==> src/rtl/ps2_scan_decoder.sv <==
// rtl/ps2_scan_decoder.sv - PS/2 set-2 scan-code decoder feeding a show-ahead event FIFO.
// Define PS2_TYPEMATIC_FILTER_EN to suppress typematic repeats of the held make code.
module ps2_scan_decoder #(
  parameter int FIFO_DEPTH  = 4,
  parameter int TIMEOUT_CYC = 2500000
) (
  input  logic       clk,
  input  logic       rst_n,
  input  logic [7:0] rx_data,
  input  logic       rx_valid,
  input  logic       rx_err,
  output logic [7:0] ev_code,
  output logic       ev_ext,
  output logic       ev_brk,
  output logic       ev_valid,
  input  logic       ev_ready,
  output logic       overflow,
  input  logic       clr_ovf,
  output logic [7:0] last_code
);

  localparam int AW = $clog2(FIFO_DEPTH);
  localparam int TW = $clog2(TIMEOUT_CYC + 1);

  typedef enum logic [1:0] {S_IDLE, S_EXT, S_BRK, S_EXT_BRK} state_e;

  state_e        state_q, state_d;
  logic [TW-1:0] tmo_q;
  logic          tmo_hit;
  logic          emit, emit_ext, emit_brk;
  logic          is_e0, is_f0, is_junk;
  logic          push;

  assign is_e0   = (rx_data == 8'hE0);
  assign is_f0   = (rx_data == 8'hF0);
  // Controller responses and overrun codes never become key events.
  assign is_junk = (rx_data == 8'h00) || (rx_data == 8'hAA) || (rx_data == 8'hE1) ||
                   (rx_data == 8'hEE) || (rx_data == 8'hFA) || (rx_data == 8'hFE) ||
                   (rx_data == 8'hFF);
  assign tmo_hit = (state_q != S_IDLE) && (tmo_q == TW'(TIMEOUT_CYC - 1));

  always_comb begin
    state_d  = state_q;
    emit     = 1'b0;
    emit_ext = 1'b0;
    emit_brk = 1'b0;
    if (rx_valid) begin
      if (rx_err) begin
        state_d = S_IDLE;
      end else begin
        case (state_q)
          S_IDLE: begin
            if (is_e0)         state_d = S_EXT;
            else if (is_f0)    state_d = S_BRK;
            else if (!is_junk) emit = 1'b1;
          end
          S_EXT: begin
            if (is_f0)      state_d = S_EXT_BRK;
            else if (!is_e0) begin
              emit     = 1'b1;
              emit_ext = 1'b1;
              state_d  = S_IDLE;
            end
          end
          S_BRK: begin
            if (is_e0)      state_d = S_EXT;
            else if (!is_f0) begin
              emit     = 1'b1;
              emit_brk = 1'b1;
              state_d  = S_IDLE;
            end
          end
          default: begin
            if (!is_e0 && !is_f0) begin
              emit     = 1'b1;
              emit_ext = 1'b1;
              emit_brk = 1'b1;
              state_d  = S_IDLE;
            end
          end
        endcase
      end
    end else if (tmo_hit) begin
      state_d = S_IDLE;
    end
  end

`ifdef PS2_TYPEMATIC_FILTER_EN
  logic       held_vld_q, held_ext_q;
  logic [7:0] held_code_q;
  logic       held_match;

  assign held_match = held_vld_q && (held_ext_q == emit_ext) && (held_code_q == rx_data);
  assign push       = emit && (emit_brk || !held_match);

  always_ff @(posedge clk or negedge rst_n) begin
    if (!rst_n) begin
      held_vld_q  <= 1'b0;
      held_ext_q  <= 1'b0;
      held_code_q <= 8'h00;
    end else if (emit) begin
      if (!emit_brk) begin
        held_vld_q  <= 1'b1;
        held_ext_q  <= emit_ext;
        held_code_q <= rx_data;
      end else if (held_match) begin
        held_vld_q  <= 1'b0;
      end
    end
  end
`else
  assign push = emit;
`endif

  logic [AW:0] wptr_q, rptr_q;
  logic [9:0]  mem_q [FIFO_DEPTH];
  logic        empty, full, pop, wr;
  logic        ovf_q;
  logic [7:0]  last_q;

  // Extra pointer bit distinguishes full from empty when the indices coincide.
  assign empty = (wptr_q == rptr_q);
  assign full  = (wptr_q[AW] != rptr_q[AW]) && (wptr_q[AW-1:0] == rptr_q[AW-1:0]);
  assign pop   = !empty && ev_ready;
  assign wr    = push && (!full || pop);

  always_ff @(posedge clk or negedge rst_n) begin
    if (!rst_n) begin
      state_q <= S_IDLE;
      tmo_q   <= '0;
      wptr_q  <= '0;
      rptr_q  <= '0;
      ovf_q   <= 1'b0;
      last_q  <= 8'h00;
    end else begin
      state_q <= state_d;
      if (rx_valid || state_q == S_IDLE || tmo_hit) tmo_q <= '0;
      else                                          tmo_q <= tmo_q + TW'(1);
      if (wr)  wptr_q <= wptr_q + 1'b1;
      if (pop) rptr_q <= rptr_q + 1'b1;
      if (push && full && !pop) ovf_q <= 1'b1;
      else if (clr_ovf)         ovf_q <= 1'b0;
      if (emit) last_q <= rx_data;
    end
  end

  always_ff @(posedge clk) begin
    if (wr) mem_q[wptr_q[AW-1:0]] <= {emit_ext, emit_brk, rx_data};
  end

  assign {ev_ext, ev_brk, ev_code} = mem_q[rptr_q[AW-1:0]];
  assign ev_valid  = !empty;
  assign overflow  = ovf_q;
  assign last_code = last_q;

endmodule
==> config.mk <==
export PLATFORM = sky130hd
export DESIGN_NAME = ps2_scan_decoder
export DESIGN_NICKNAME = d
export VERILOG_FILES = /design/src/rtl/ps2_scan_decoder.sv
export SDC_FILE = /design/constraint.sdc
export NUM_CORES = 1
export LEC_CHECK = 0
export CORE_ASPECT_RATIO = 0.75
export CORE_UTILIZATION = 35
export DETAILED_ROUTE_END_ITERATION = 8
export PLACE_DENSITY = 0.61
export SYNTH_ARGS = -nofsm -noshare
export SYNTH_HDL_FRONTEND = slang
export SYNTH_SLANG_ARGS = --single-unit
==> constraint.sdc <==
create_clock -name clk -period 2.3 [get_ports clk]
set_input_delay 0.23 -clock clk [delete_from_list [all_inputs] [get_ports clk]]
set_output_delay 0.23 -clock clk [all_outputs]
set_load 0.02 [all_outputs]
; ---- Yosys cells after proc, flatten, opt, wreduce, memory -nomap -nowiden
; Memories as Yosys holds them, arrays and structs flattened.
; Index checks and enable logic that the tools add are counted.
; W data, S select, Z words.
[totals]
reg_bits = 39
inputBits = 14
memories = 1
output_inout_bits = 20
ram_bits = 40
[classes]
addsub = 3
mux = 33
n_reduce_logical = 29
eq_ne = 18
[memory_table]
columns = name, words, width, read_ports, rd_ports_with_merged_regs, write_ports, line_no
row1 = mem_q, 4, 10, 1, 0, 1, 116  ; logic [9:0] mem_q [FIFO_DEPTH];
[ops]
columns = cell, n
row1 = $eq A8 B8 Y1 const B, 8
row2 = $add A22 B1 Y22 const B, 1
row3 = $eq A22 B22 Y1 const B, 1
row4 = $mux W22, 1
row5 = $mux W2, 10
row6 = $mux W1, 18
row7 = $ne A5 B5 Y1 const B, 3
row8 = $logic_or A1 B1 Y1, 9
row9 = $logic_not A8 Y1, 1
row10 = $logic_and A1 B1 Y1, 7
row11 = $add A3 B1 Y3 const B, 2
row12 = $ne A6 B1 Y1 const B, 1
row13 = $pmux W2 S3, 1
row14 = $reduce_bool A2 Y1, 3
row15 = $logic_not A1 Y1, 5
row16 = $reduce_and A5 Y1, 1
row17 = $pmux W1 S2, 2
row18 = $reduce_or A2 Y1, 2
row19 = $eq A3 B3 Y1, 1
row20 = $pmux W1 S3, 1
row21 = $eq A2 B1 Y1 const B, 1
row22 = $eq A2 B2 Y1, 1
row23 = $eq A2 B2 Y1 const B, 1
row24 = $logic_not A2 Y1, 1
row25 = $ne A1 B1 Y1, 1

; ---- Logic depth before layout (Yosys ltp)
[logic_depth]
ltp_word = 16
depth_mapped = 8
mapped_depth_nobuf = 8

; ---- Worst setup path before layout
; No wires, ideal clock.
[synth_path]
path_kind = flip-flop to flip-flop
from = register state_q[0]
to = memory mem_q[3][0], enable pin
synth_period_minus_slack_ns = 2.330
setup_slack_ns = -0.030
path_stages_with_launch = 6
setup_time_ns = 0.397
arrival_time_ns = 1.933
cell_sequence = dfrtp_1 -> inv_1 -> ha_1 -> o41a_1 -> a311oi_2 -> nor3b_1
[synth_via]
elab_chain_len = 7
[synth_lines]
columns = element, line_no
row1 = from (decl), 27  ; state_e state_q, state_d;
row2 = from (signal assigned), 136  ; state_q <= state_d;
row3 = $eq A2 B2 Y1 (tied with other cells), 51  ; case (state_q)
row4 = $pmux W1 S3 (*), 51
row5 = $mux W1 (*), 48  ; if (rx_err) begin
row6 = $mux W1 (*), 47  ; if (rx_valid) begin
row7 = $logic_and A1 B1 Y1 (*), 125  ; assign wr = push && (!full || pop);
row8 = $mux W1 (*), 148  ; if (wr) mem_q[wptr_q[AW-1:0]] <= {emit_ext, emit_brk, rx_data};
row9 = $mux W1 (not written as such) (*), 148
row10 = to (decl), 116
; Mark *: on every way between the ends. The rest lies on a longest branch, timed or not.

; ---- Final worst setup path
[layout_path]
from = register rptr_q[0]
to = output ev_code[2]
[layout_via]
elab_chain_len = 1
[layout_lines]
columns = element, line_no
row1 = from (decl), 115  ; logic [AW:0] wptr_q, rptr_q;
row2 = from (signal assigned), 140  ; if (pop) rptr_q <= rptr_q + 1'b1;
row3 = $mem_v2 Z4 W10, --
row4 = to (decl), 12  ; output logic [7:0] ev_code,
; Every way passes these cells.

==> impl_metrics.py <==
metrics = {
    "global_routing": {
        "grt_max_degree": 40,
        "grt_pass1_wl_mm": 11.58,
        "track_usage": 0.1458,
        "grt_remaining_overflow": 0,
        "grt_pass1_vias": 2246,
        "antenna_found_initial": 0,
    },
    "logic_synthesis": {
        "synth_area_mm2": 0.003571,
        "post_synth_inst_count": 264,
        "syn_avg_cell_area_um2": 13.53,
        "syn_nets": 288,
        "ys_ff_latch": 79,
        "yosys.area.top_type": "edfxtp_1",
        "synth_cell_types": 36,
        "yosys-top-cells-area": "edfxtp_1, dfrtp_1, mux4_2",
        "synth_warnings": 0,
        "ys_seq_area_frac": 0.6097,
        "synth_top_area_frac": 0.3364,
    },
    "setup_path": {
        "worstPathRequired_ns": 2.07,
        "critical_path_arrival_ns": 1.98,
        "path_cells": "buf_4, mux4_2, clkdlybuf4s50_1",
        "cp_slowest_cell": "clkdlybuf4s50_1",
        "crit_path_end_kind": "primary output",
        "worstReg2RegStart": "tmo_q[11]$_DFF_PN0_",
        "r2r_setup_slack_ns": 0.16,
        "crit_path_max_fanout": 7,
        "worstReg2RegEnd": "tmo_q[6]$_DFF_PN0_",
        "r2r_cells": 5,
        "max_stage_delay_ns": 0.56,
        "startpoint_type": "register",
        "crit_type": "reg2out",
    },
    "outcome": {
        "status": "finished, final reports clean",
    },
    "layout": {
        "drive_gt1_frac": 0.2196,
        "antenna_cells": 0,
        "fillers": 860,
        "utilization": 0.4709,
        "nets": 356,
        "regArea_mm2": 0.002177,
        "multi_input_area_mm2": 0.001315,
        "area_delta_synth_final_pct": 28.91,
    },
    "routing": {
        "drt_wl_total_mm": 7.188,
        "ant_nets": 0,
        "viasPerCell": 4.795,
        "wl_per_cell_um": 15.33,
        "drc": 0,
        "firstDrtPassIters": 4,
        "drt_iter0_markers": 130,
        "num_vias": 2249,
    },
    "job": {
        "maxCapViolations": 0,
    },
    "die": {
        "die_h_um": 89.48,
        "io_pins": 34,
        "core_mm2": 0.009774,
        "fp-row-count": 31,
        "initial_core_util": 0.3653,
        "fp.dieArea_mm2": 0.01061,
        "die_w_um": 118.6,
    },
    "power_and_ir_drop": {
        "leakage_nw": 1.822,
        "powerDensity_mw_per_mm2": 971.0,
        "worst_ir_drop_vdd_mv": 0.4177,
    },
    "clock_network": {
        "holdBufCountCts": 0,
        "cts_setup_buffers": 0,
        "htree_levels": 3,
        "clockBufferDepth": 2,
        "tritoncts.num_buffers": 9,
        "cts.sinks": 79,
        "cts_tree": "done",
        "clkTransAtPathRegs_ns": 0.06,
        "cts_resized": 0,
        "root_buffer": "clkbuf_16",
        "clock_latency_ns": 0.33,
    },
    "place": {
        "numPortBuffers": 33,
        "gp_congestion": 0.7279,
        "place_hpwl_mm": 5.215,
        "place_ws_ns": -0.1682,
    },
    "hold_path": {
        "hp-class": "in2async",
    },
    "timing": {
        "fin_crit_sh": 0.9613,
        "max_slew_margin": 0.4183,
        "hold_violations": 0,
        "tightest_slew_ns": 0.8726,
        "rsz0062_at_grt": "no",
        "period_needed_ns": 2.211,
        "clock.fmax_ghz": 0.4523,
        "final-max-slew-violation-count": 0,
        "setup_tns_ns": 0,
        "finClkSkew_ns": 0.006943,
        "setup_viol": 0,
        "finalWorstSetupSlack_ns": 0.08896,
    },
}
how the worst max path moves through the flow:
stage,startpoint,end,depth (start not counted)
floorplan,state_q[0]$_DFFE_PN0P_,mem_q[3][0]$_DFFE_PP_,5
global placement,rx_data[2],mem_q[1][3]$_DFFE_PP_,9
detailed placement,rx_data[4],mem_q[0][3]$_DFFE_PP_,9
CTS,rptr_q[0]$_DFFE_PN0P_,ev_code[7],3
global route,rptr_q[0]$_DFFE_PN0P_,ev_code[1],3
finish,rptr_q[0]$_DFFE_PN0P_,ev_code[2],3
layout by cell type, fill, tap and decap left out, types with 4 or more instances in the layout:
cell / instances
nand2_1: 13
nor2_1: 37
a21oi_1: 4
ha_1: 10
nand3_1: 10
xnor2_1: 12
and3_1: 4
buf_4: 28
and2_1: 5
clkbuf_16: 9
inv_1: 10
nor3_1: 4
edfxtp_1: 40
xor2_1: 15
nand4_1: 7
clkdlybuf4s50_1: 29
mux2_4: 8
dfrtp_1: 39
mux4_2: 10
o21ai_0: 5
cell usage after synthesis:
cell type and number:
nand3_1 10, nand2b_1 2, nor3_1 4, a22o_1 1, clkbuf_1 1, a32o_1 1, o22ai_1 1, a311oi_2 1
mux2_2 2, xor2_1 15, buf_6 2, a41o_1 1, o41a_1 1, nor3b_1 3, buf_2 4, and4_2 1
mux4_2 10, o21ai_0 5, ha_1 10, nor2_2 2, a41oi_1 1, nor2_1 37, and3_1 4, xnor2_1 12
nor4_1 3, dfrtp_1 39, a21oi_1 4, edfxtp_1 40, nand4_1 7, and2_1 5, nor4b_1 1, inv_1 10
or2_2 2, mux2_4 8, or4b_1 1, nand2_1 13
cells by family (layout without fill, tap and decap cells):
family | Yosys count | in the layout | synth area share
and+or+nand+nor | 95 | 95 | 0.1303
DFF | 79 | 79 | 0.6097
xor gates and xnor gates | 27 | 27 | 0.06622
muxes | 20 | 20 | 0.1030
buffers and inverters | 17 | 90 | 0.02348
AOI/OAI and AO/OA | 16 | 16 | 0.03224
adders and majority gates | 10 | 10 | 0.03504
cell type report:
class | instances | area share
flip-flops and latches | 79 | 0.4730
multi-input cells | 168 | 0.2857
repair buffers | 64 | 0.1310
clock buffers | 9 | 0.04893
well taps | 132 | 0.03588
clock inverters | 7 | 0.01740
inverters | 10 | 0.008154
state kept, by name, summed over array words and instances, names as in the netlist:
register,count
mem_q,40
tmo_q,22
last_code,8
rptr_q,3
wptr_q,3
state_q,2
overflow,1
critical path, delay by kind of cell, from the launching register on:
family / cells / cell delay (ns)
buffers and inverters: 2 / 0.75
DFF: 1 / 0.37
muxes: 1 / 0.52
routing by layer:
layer,vias up,share of wire,wire [um],track usage
met5,-,0,0,0
met4,0,0.014,103,0.05524
met3,8,0.033,234,0.03508
met2,54,0.43,3063,0.2185
met1,1101,0.53,3788,0.2062
li1,1086,-,-,-
power by group:
part / switching (W) / total [W] / internal (W)
Clock: 0.000586 / 0.00144 / 0.000853
Combinational: 0.000620 / 0.00128 / 0.000665
Sequential: 0.0000940 / 0.00175 / 0.00165
Total: 0.00130 / 0.00447 / 0.00317
metrics by stage:
stage / hold WS, ns / instance area, um^2 / instances / power, W
3_3_place_gp: 0.4000 / 4290 / 453 / 0.003054
2_1_floorplan: -0.06559 / 3576 / 264 / 0.002497
3_5_place_dp: 0.4054 / 4290 / 453 / 0.003075
6_report: 0.007133 / 4603 / 469 / 0.004470
4_1_cts: 0.04306 / 4596 / 469 / 0.004540
5_1_grt: 0.08812 / 4603 / 469 / 0.004691
(Power assumes the default switching activity.)
